<file path="src/rtl/sr_cmd_ctrl.sv">
// Button front end for an sr_ff. Synchronises and debounces two raw buttons, edge-detects presses,
// arbitrates them and issues single s/r pulses, skipping commands the flop's q already reflects.
module sr_cmd_ctrl #(
   parameter int SYNC_STAGES     = 2,
   parameter int DEBOUNCE_CYCLES = 4,
   parameter int PULSE_CYCLES    = 1,
   parameter int HOLDOFF_CYCLES  = 2,
   parameter bit CLR_PRIORITY    = 1'b1
) (
   input  logic clk,
   input  logic reset,
   input  logic set_btn,
   input  logic clr_btn,
   input  logic q_fb,
   output logic s,
   output logic r,
   output logic busy,
   output logic conflict,
   output logic redundant
);

   // state      | meaning
   // IDLE       | waiting for a pending request
   // SET_PULSE  | driving s for PULSE_CYCLES
   // CLR_PULSE  | driving r for PULSE_CYCLES
   // HOLDOFF    | quiet gap before the next command
   typedef enum logic [1:0] {IDLE, SET_PULSE, CLR_PULSE, HOLDOFF} state_t;

   localparam int DB_W    = $clog2(DEBOUNCE_CYCLES + 1);
   localparam int CNT_MAX = (PULSE_CYCLES > HOLDOFF_CYCLES) ? PULSE_CYCLES : HOLDOFF_CYCLES;
   localparam int CNT_W   = $clog2(CNT_MAX + 1);
   localparam logic [DB_W-1:0]  DB_LAST  = DB_W'(DEBOUNCE_CYCLES - 1);
   localparam logic [CNT_W-1:0] PULSE_LD = CNT_W'(PULSE_CYCLES - 1);
   localparam logic [CNT_W-1:0] HOLD_LD  = CNT_W'(HOLDOFF_CYCLES - 1);

   // channel 0 = set, channel 1 = clear
   logic [1:0]             btn;
   logic [SYNC_STAGES-1:0] sync_q [2];
   logic [DB_W-1:0]        db_cnt [2];
   logic [1:0]             deb_q;
   logic [1:0]             deb_d1;
   logic [1:0]             rise;
   logic [1:0]             pend_q;
   logic [1:0]             pend_clr;
   state_t                 state_q;
   state_t                 state_n;
   logic [CNT_W-1:0]       cnt_q;
   logic [CNT_W-1:0]       cnt_n;
   logic                   conflict_n;
   logic                   redundant_n;
   logic                   win_clr;

   assign btn     = {clr_btn, set_btn};
   assign rise    = deb_q & ~deb_d1;
   assign win_clr = pend_q[1] & (~pend_q[0] | CLR_PRIORITY);
   assign busy    = (state_q != IDLE);

   always_ff @(posedge clk) begin
      if (reset) begin
         for (int ch = 0; ch < 2; ch++) begin
            sync_q[ch] <= '0;
            db_cnt[ch] <= '0;
         end
         deb_q  <= '0;
         deb_d1 <= '0;
      end else begin
         for (int ch = 0; ch < 2; ch++) begin
            sync_q[ch] <= {sync_q[ch][SYNC_STAGES-2:0], btn[ch]};
            // level accepted only after DEBOUNCE_CYCLES consecutive disagreeing samples
            if (sync_q[ch][SYNC_STAGES-1] == deb_q[ch]) begin
               db_cnt[ch] <= '0;
            end else if (db_cnt[ch] == DB_LAST) begin
               db_cnt[ch] <= '0;
               deb_q[ch]  <= ~deb_q[ch];
            end else begin
               db_cnt[ch] <= db_cnt[ch] + DB_W'(1);
            end
         end
         deb_d1 <= deb_q;
      end
   end

   always_ff @(posedge clk) begin
      if (reset) begin
         state_q   <= IDLE;
         cnt_q     <= '0;
         pend_q    <= '0;
         s         <= 1'b0;
         r         <= 1'b0;
         conflict  <= 1'b0;
         redundant <= 1'b0;
      end else begin
         state_q   <= state_n;
         cnt_q     <= cnt_n;
         pend_q    <= (pend_q & ~pend_clr) | rise;
         s         <= (state_n == SET_PULSE);
         r         <= (state_n == CLR_PULSE);
         conflict  <= conflict_n;
         redundant <= redundant_n;
      end
   end

   always_comb begin
      state_n     = state_q;
      cnt_n       = cnt_q;
      pend_clr    = '0;
      conflict_n  = 1'b0;
      redundant_n = 1'b0;
      unique case (state_q)
         IDLE: begin
            if (pend_q != 2'b00) begin
               // winner is serviced or dropped, loser is discarded: all pending clears
               pend_clr   = pend_q;
               conflict_n = &pend_q;
               if (win_clr ? ~q_fb : q_fb) begin
                  redundant_n = 1'b1;
               end else begin
                  state_n = win_clr ? CLR_PULSE : SET_PULSE;
                  cnt_n   = PULSE_LD;
               end
            end
         end
         SET_PULSE, CLR_PULSE: begin
            if (cnt_q == '0) begin
               if (HOLDOFF_CYCLES == 0) begin
                  state_n = IDLE;
               end else begin
                  state_n = HOLDOFF;
                  cnt_n   = HOLD_LD;
               end
            end else begin
               cnt_n = cnt_q - CNT_W'(1);
            end
         end
         HOLDOFF: begin
            if (cnt_q == '0) state_n = IDLE;
            else             cnt_n   = cnt_q - CNT_W'(1);
         end
         default: state_n = IDLE;
      endcase
   end

endmodule

</file>
<file path="config.mk">
export PLATFORM = sky130hd
export DESIGN_NAME = sr_cmd_ctrl
export DESIGN_NICKNAME = d
export VERILOG_FILES = /design/src/rtl/sr_cmd_ctrl.sv
export SDC_FILE = /design/constraint.sdc
export NUM_CORES = 1
export LEC_CHECK = 0
export BUFFER_PORTS_ARGS = -buffer_cell sky130_fd_sc_hd__buf_2
export CORE_ASPECT_RATIO = 1.1
export CORE_MARGIN = 1.5
export CORE_UTILIZATION = 60
export DETAILED_ROUTE_END_ITERATION = 10
export HOLD_SLACK_MARGIN = 0.05
export PLACE_DENSITY = 0.9
export SLEW_MARGIN = 0
export SYNTH_ARGS = -nofsm -noshare
export SYNTH_HDL_FRONTEND = slang
export SYNTH_SLANG_ARGS = --single-unit
</file>
<file path="constraint.sdc">
create_clock -name clk -period 2.73 [get_ports clk]
set_input_delay 0.273 -clock clk [delete_from_list [all_inputs] [get_ports clk]]
set_output_delay 0.273 -clock clk [all_outputs]
set_load 0.05 [all_outputs]
</file>
# Word-level counts from Yosys, hierarchy flattened
# Memories as Yosys holds them, arrays and structs flattened.
# Index checks and enable logic that the tools add are counted.
[op_classes] n_addsub=3 n_mul=0 div_mod_pow=0 order_cmp=0 eq_ne=12 n_shift=0 mux=48 bitwise_logic=20 n_reduce_logical=10
[ops] cell="$mux 1" count=27
[ops] cell="$mux 2" count=13
[ops] cell="$mux 3" count=6
[ops] cell="$pmux 2 s3" count=2
[ops] cell="$or 1x1->1" count=8
[ops] cell="$not 1->1" count=7
[ops] cell="$add 3x1->3 const B" count=2
[ops] cell="$eq 2x2->1 const B" count=3
[ops] cell="$eq 3x2->1 const B" count=2
[ops] cell="$ne 2x2->1 const B" count=3
[ops] cell="$reduce_and 2->1" count=3
[ops] cell="$and 2x2->2" count=2
[ops] cell="$eq 2x1->1 const B" count=2
[ops] cell="$logic_not 2->1" count=2
[ops] cell="$not 2->2" count=2
[ops] cell="$reduce_bool 2->1" count=2
[ops] cell="$reduce_and 3->1" count=1
[ops] cell="$reduce_or 3->1" count=1
[ops] cell="$eq 1x1->1" count=2
[ops] cell="$or 2x2->2" count=1
[ops] cell="$reduce_or 2->1" count=1
[ops] cell="$sub 2x1->2 const B" count=1
[totals] reg_bits=14 latch_bits=0 mem_bits_rw=10 romBits=0 in_bits=5 wordCells=105 memories=2
[mem_list] name="db_cnt" depth=2 word_bits=3 rd=2 rd_ports_with_merged_regs=0 wr=2 line_no="39" rtl="logic [DB_W-1:0] db_cnt [2];"
[mem_list] name="sync_q" depth=2 word_bits=2 rd=2 rd_ports_with_merged_regs=0 wr=2 line_no="38" rtl="logic [SYNC_STAGES-1:0] sync_q [2];"

# Longest topological paths before layout
[depth] ltp_word=7 mapped_depth=6 depth_no_buf=6

# Least setup slack after synthesis
# Ideal clock, no wire load.
[synth_timing] path_type="register to register" start="reg state_q[1]" end="reg s" t_arrival_ns=1.549 required_time_ns=2.614 path_slack_ns=1.065 path_stages_with_launch=7 period_less_slack_ns=1.665 path_cell_list="dfxtp_1 > inv_1 > ha_1 > inv_1 > o21ai_1 > o22a_1 > and3b_1"
[synth_via] elab_chain_cells=4
[synth_lines] element="start, declared" line_no="45" rtl="state_t state_q;"
[synth_lines] element="start signal, assigned" line_no="93" rtl="state_q <= state_n;"
[synth_lines] element="$eq 2x1->1, or another cell as far along" line_no="109" rtl="unique case (state_q)"
[synth_lines] element="$reduce_or 2->1 / $mux 2 (equally long branches)" line_no="109, 111"
[synth_lines] element="$pmux 2 s3 (*)" line_no="109"
[synth_lines] element="$eq 2x1->1 (*)" line_no="96" rtl="s <= (state_n == SET_PULSE);"
[synth_lines] element="end signal, assigned" line_no="96"
[synth_lines] element="end, declared" line_no="15" rtl="output logic s,"
# Mark *: on every way between the ends. The rest lies on a longest branch, timed or not.
# A chain may end at the register's enable or synchronous reset.

# Final worst setup path
[layout_timing] start="reg state_q[1]" end="out busy"
[layout_via] elab_chain_cells=1
[layout_lines] element="$reduce_bool 2->1" line_no="56" rtl="assign busy = (state_q != IDLE);"
[layout_lines] element="end, declared" line_no="17" rtl="output logic busy,"
# Every way passes these cells.

==> results_dict.tcl <==
set metrics [dict create \
    drv_cap 0 \
    crit_fanout 7 \
    post_cts_buffers 0 \
    clock-sinks 24 \
    startpoint_type "flop" \
    cts_resized 0 \
    ys_warn_count 0 \
    p_int_mw 0.529 \
    start_util_pct 65.1 \
    drive_gt1_share_pct 12.6 \
    clock_path_buffers 2 \
    fin_tns_setup_ns 0 \
    placed_area_um2 1100 \
    hp-class "in2reg" \
    ff_latch_area_um2 541 \
    hp-start "clr_btn" \
    synth_commonest_cells "18 x dfxtp_1, 15 x nor2_1, 13 x inv_1" \
    skew_ns 0.00424 \
    die_x_um 42.4 \
    first_iter_violations 8 \
    final_area_um2 1160 \
    synth_ff_type "dfxtp_1" \
    row_count 15 \
    fmax_mhz 560 \
    via_count 703 \
    async_flop_share_pct 0 \
    crit_path_end_kind "primary output" \
    grt_overflow_total 0 \
    whs_endpoint "sync_q[0][2]" \
    antenna_found_initial 0 \
    final_max_slew_viol_count 0 \
    criticalPathCategory "reg2out" \
    rsz0062_at_grt "false" \
    clkTransAtPathRegs_ns 0.13 \
    antenna-diode-count 0 \
    fin_crit_ns 1.79 \
    comb_power_share_pct 3.5 \
    hpwl_mm 1.08 \
    yosys-top-cells-area "dfxtp_1 35%, edfxtp_1 18%, ha_1 9.8%" \
    fp.coreArea_um2 1580 \
    grt_pass1_vias 613 \
    ys_seq_area_share_pct 52.7 \
    synth_largest_area_cell "dfxtp_1" \
    io_buffers 9 \
    reg2reg_from "pend_q[1]" \
    multi_input_area_um2 448 \
    drt-wirelength-per-cell_um 10.7 \
    nets 133 \
    drc 0 \
    crit_arrival_ns 1.51 \
    worstSkewPairLatency_ns 0.30 \
    yosys.area.top_type_share_pct 35.1 \
    synth_edf_count 6 \
    firstDrtPassIters 3 \
    grt_max_degree 21 \
    p_per_area_nw_per_um2 558 \
    cts_made_buffers 3 \
    fp.dieArea_um2 1970 \
    met1_usage_pct 21.3 \
    peakVddDrop_uv 410 \
    die_h_um 46.4 \
    seqPwrFrac_pct 58.1 \
    htreeDepth 1 \
    reg2regPathDepth 4 \
    tritoncts "built" \
    setup_viol 0 \
    r2r-end "cnt_q[0]" \
    rrSetupSlack_ns 1.17 \
    hold_depth 2 \
    ant_nets 0 \
    ios 10 \
    via_per_inst 5.17 \
    hold_buffers 0 \
    grt_util_met2_pct 28.9 \
    syn_avg_cell_area_um2 9.96 \
    top_usage_layer "met2" \
    syn_area_um2 1030 \
    routed_wl_mm 1.46 \
    root_buffer "clkbuf_4" \
    gp_congestion 0.872 \
    p_sw_mw 0.116 \
    swShare_pct 18.0 \
    area_growth_syn_to_layout_pct 12.7 \
    grt_first_pass_wirelength_mm 2.51 \
    worstPathRequired_ns 2.46 \
    status "complete, no violations" \
    synth.most_common_cell "dfxtp_1" \
    post-route-period-util_pct 65.5 \
    hold_viol_final 0 \
    fillers 112 \
    p_leak_nw 0.490 \
    ys_ff_latch 24 \
    netlist_instances 103 \
    synth.distinct_cells 27 \
    grt_use_total_pct 17.0 \
    use_met3_pct 3.92 \
    p_clk_share_pct 38.4 \
]
## metal layers
layer / wire, um / part of all wire, %
met1: 711 / 49
met2: 682 / 47
met3: 47 / 3.2
met4: 15 / 1.0
met5: 0 / 0
## placed cells by master (no fill, tap or decap), drive strengths merged, types with 2 or more instances in the layout
cell type / synthesis / final
dfxtp: 18 / 18
nor2: 15 / 15
inv: 13 / 13
buf: 0 / 9
nor2b: 8 / 8
ha: 8 / 8
edfxtp: 6 / 6
conb: 1 / 6
nand2: 5 / 5
nor3: 3 / 3
a22oi: 3 / 3
clkbuf: 2 / 3
o21ai: 3 / 3
a21oi: 3 / 3
mux2i: 2 / 2
xnor2: 2 / 2
or3: 2 / 2
## registers in the layout, summed over array words and instances, names as in the netlist, 2 cells and up
signal,flops
cnt_q,2
db_cnt,6
deb_d1,2
deb_q,2
pend_q,2
state_q,2
sync_q,4
## critical path: stages, from the launching register on
cell and delay (ns):
dfxtp_1 0.43, inv_1 0.06, ha_1 0.24, inv_1 0.18, buf_2 0.30
## power groups by stage
stage,Combinational [mW],Sequential [mW],Clock (mW)
floorplan,0.0164,0.382,0
global placement,0.0214,0.382,0
detailed placement,0.0223,0.383,0
CTS,0.0224,0.375,0.254
global route,0.0261,0.375,0.268
finish,0.0224,0.375,0.248
## cell families after synthesis
kind of cell | Yosys count | share of synthesized area [%]
compound gates | 14 | 9.76
simple gates | 36 | 17.2
xor+xnor | 2 | 1.71
mux | 3 | 3.05
buf+inv | 15 | 5.49
flops | 24 | 52.7
other cells | 1 | 0.366
fa+ha+maj | 8 | 9.76
## cell type report
class,count,area share [%]
Clock buffer,3,1.95
Timing Repair Buffer,9,3.90
Clock inverter,1,2.60
Inverter,13,4.22
Sequential cell,24,46.8
Tap cell,17,1.84
Multi-Input combinational cell,69,38.7
## through the flow
stage               hold WS [ns]  utilization [%]  std cells  setup slack [ns]  total power [mW]
floorplan                  0.401                -        108              1.07             0.399
global placement           0.418             70.0        132              1.21             0.403
detailed placement         0.432             70.0        132              1.19             0.405
CTS                        0.168             73.3        136             0.934             0.651
global route               0.179             73.3        136             0.796             0.669
finish                     0.171             73.3        136             0.943             0.645
## worst max-delay path by stage
| stage | endpoint | start |
|---|---|---|
| after floorplan | s | state_q[1] |
| after global placement | cnt_q[0] | q_fb |
| after detailed placement | cnt_q[0] | q_fb |
| after CTS | busy | state_q[1] |
| after global routing | busy | state_q[1] |
| final | busy | state_q[1] |
(Power assumes the default switching activity.)
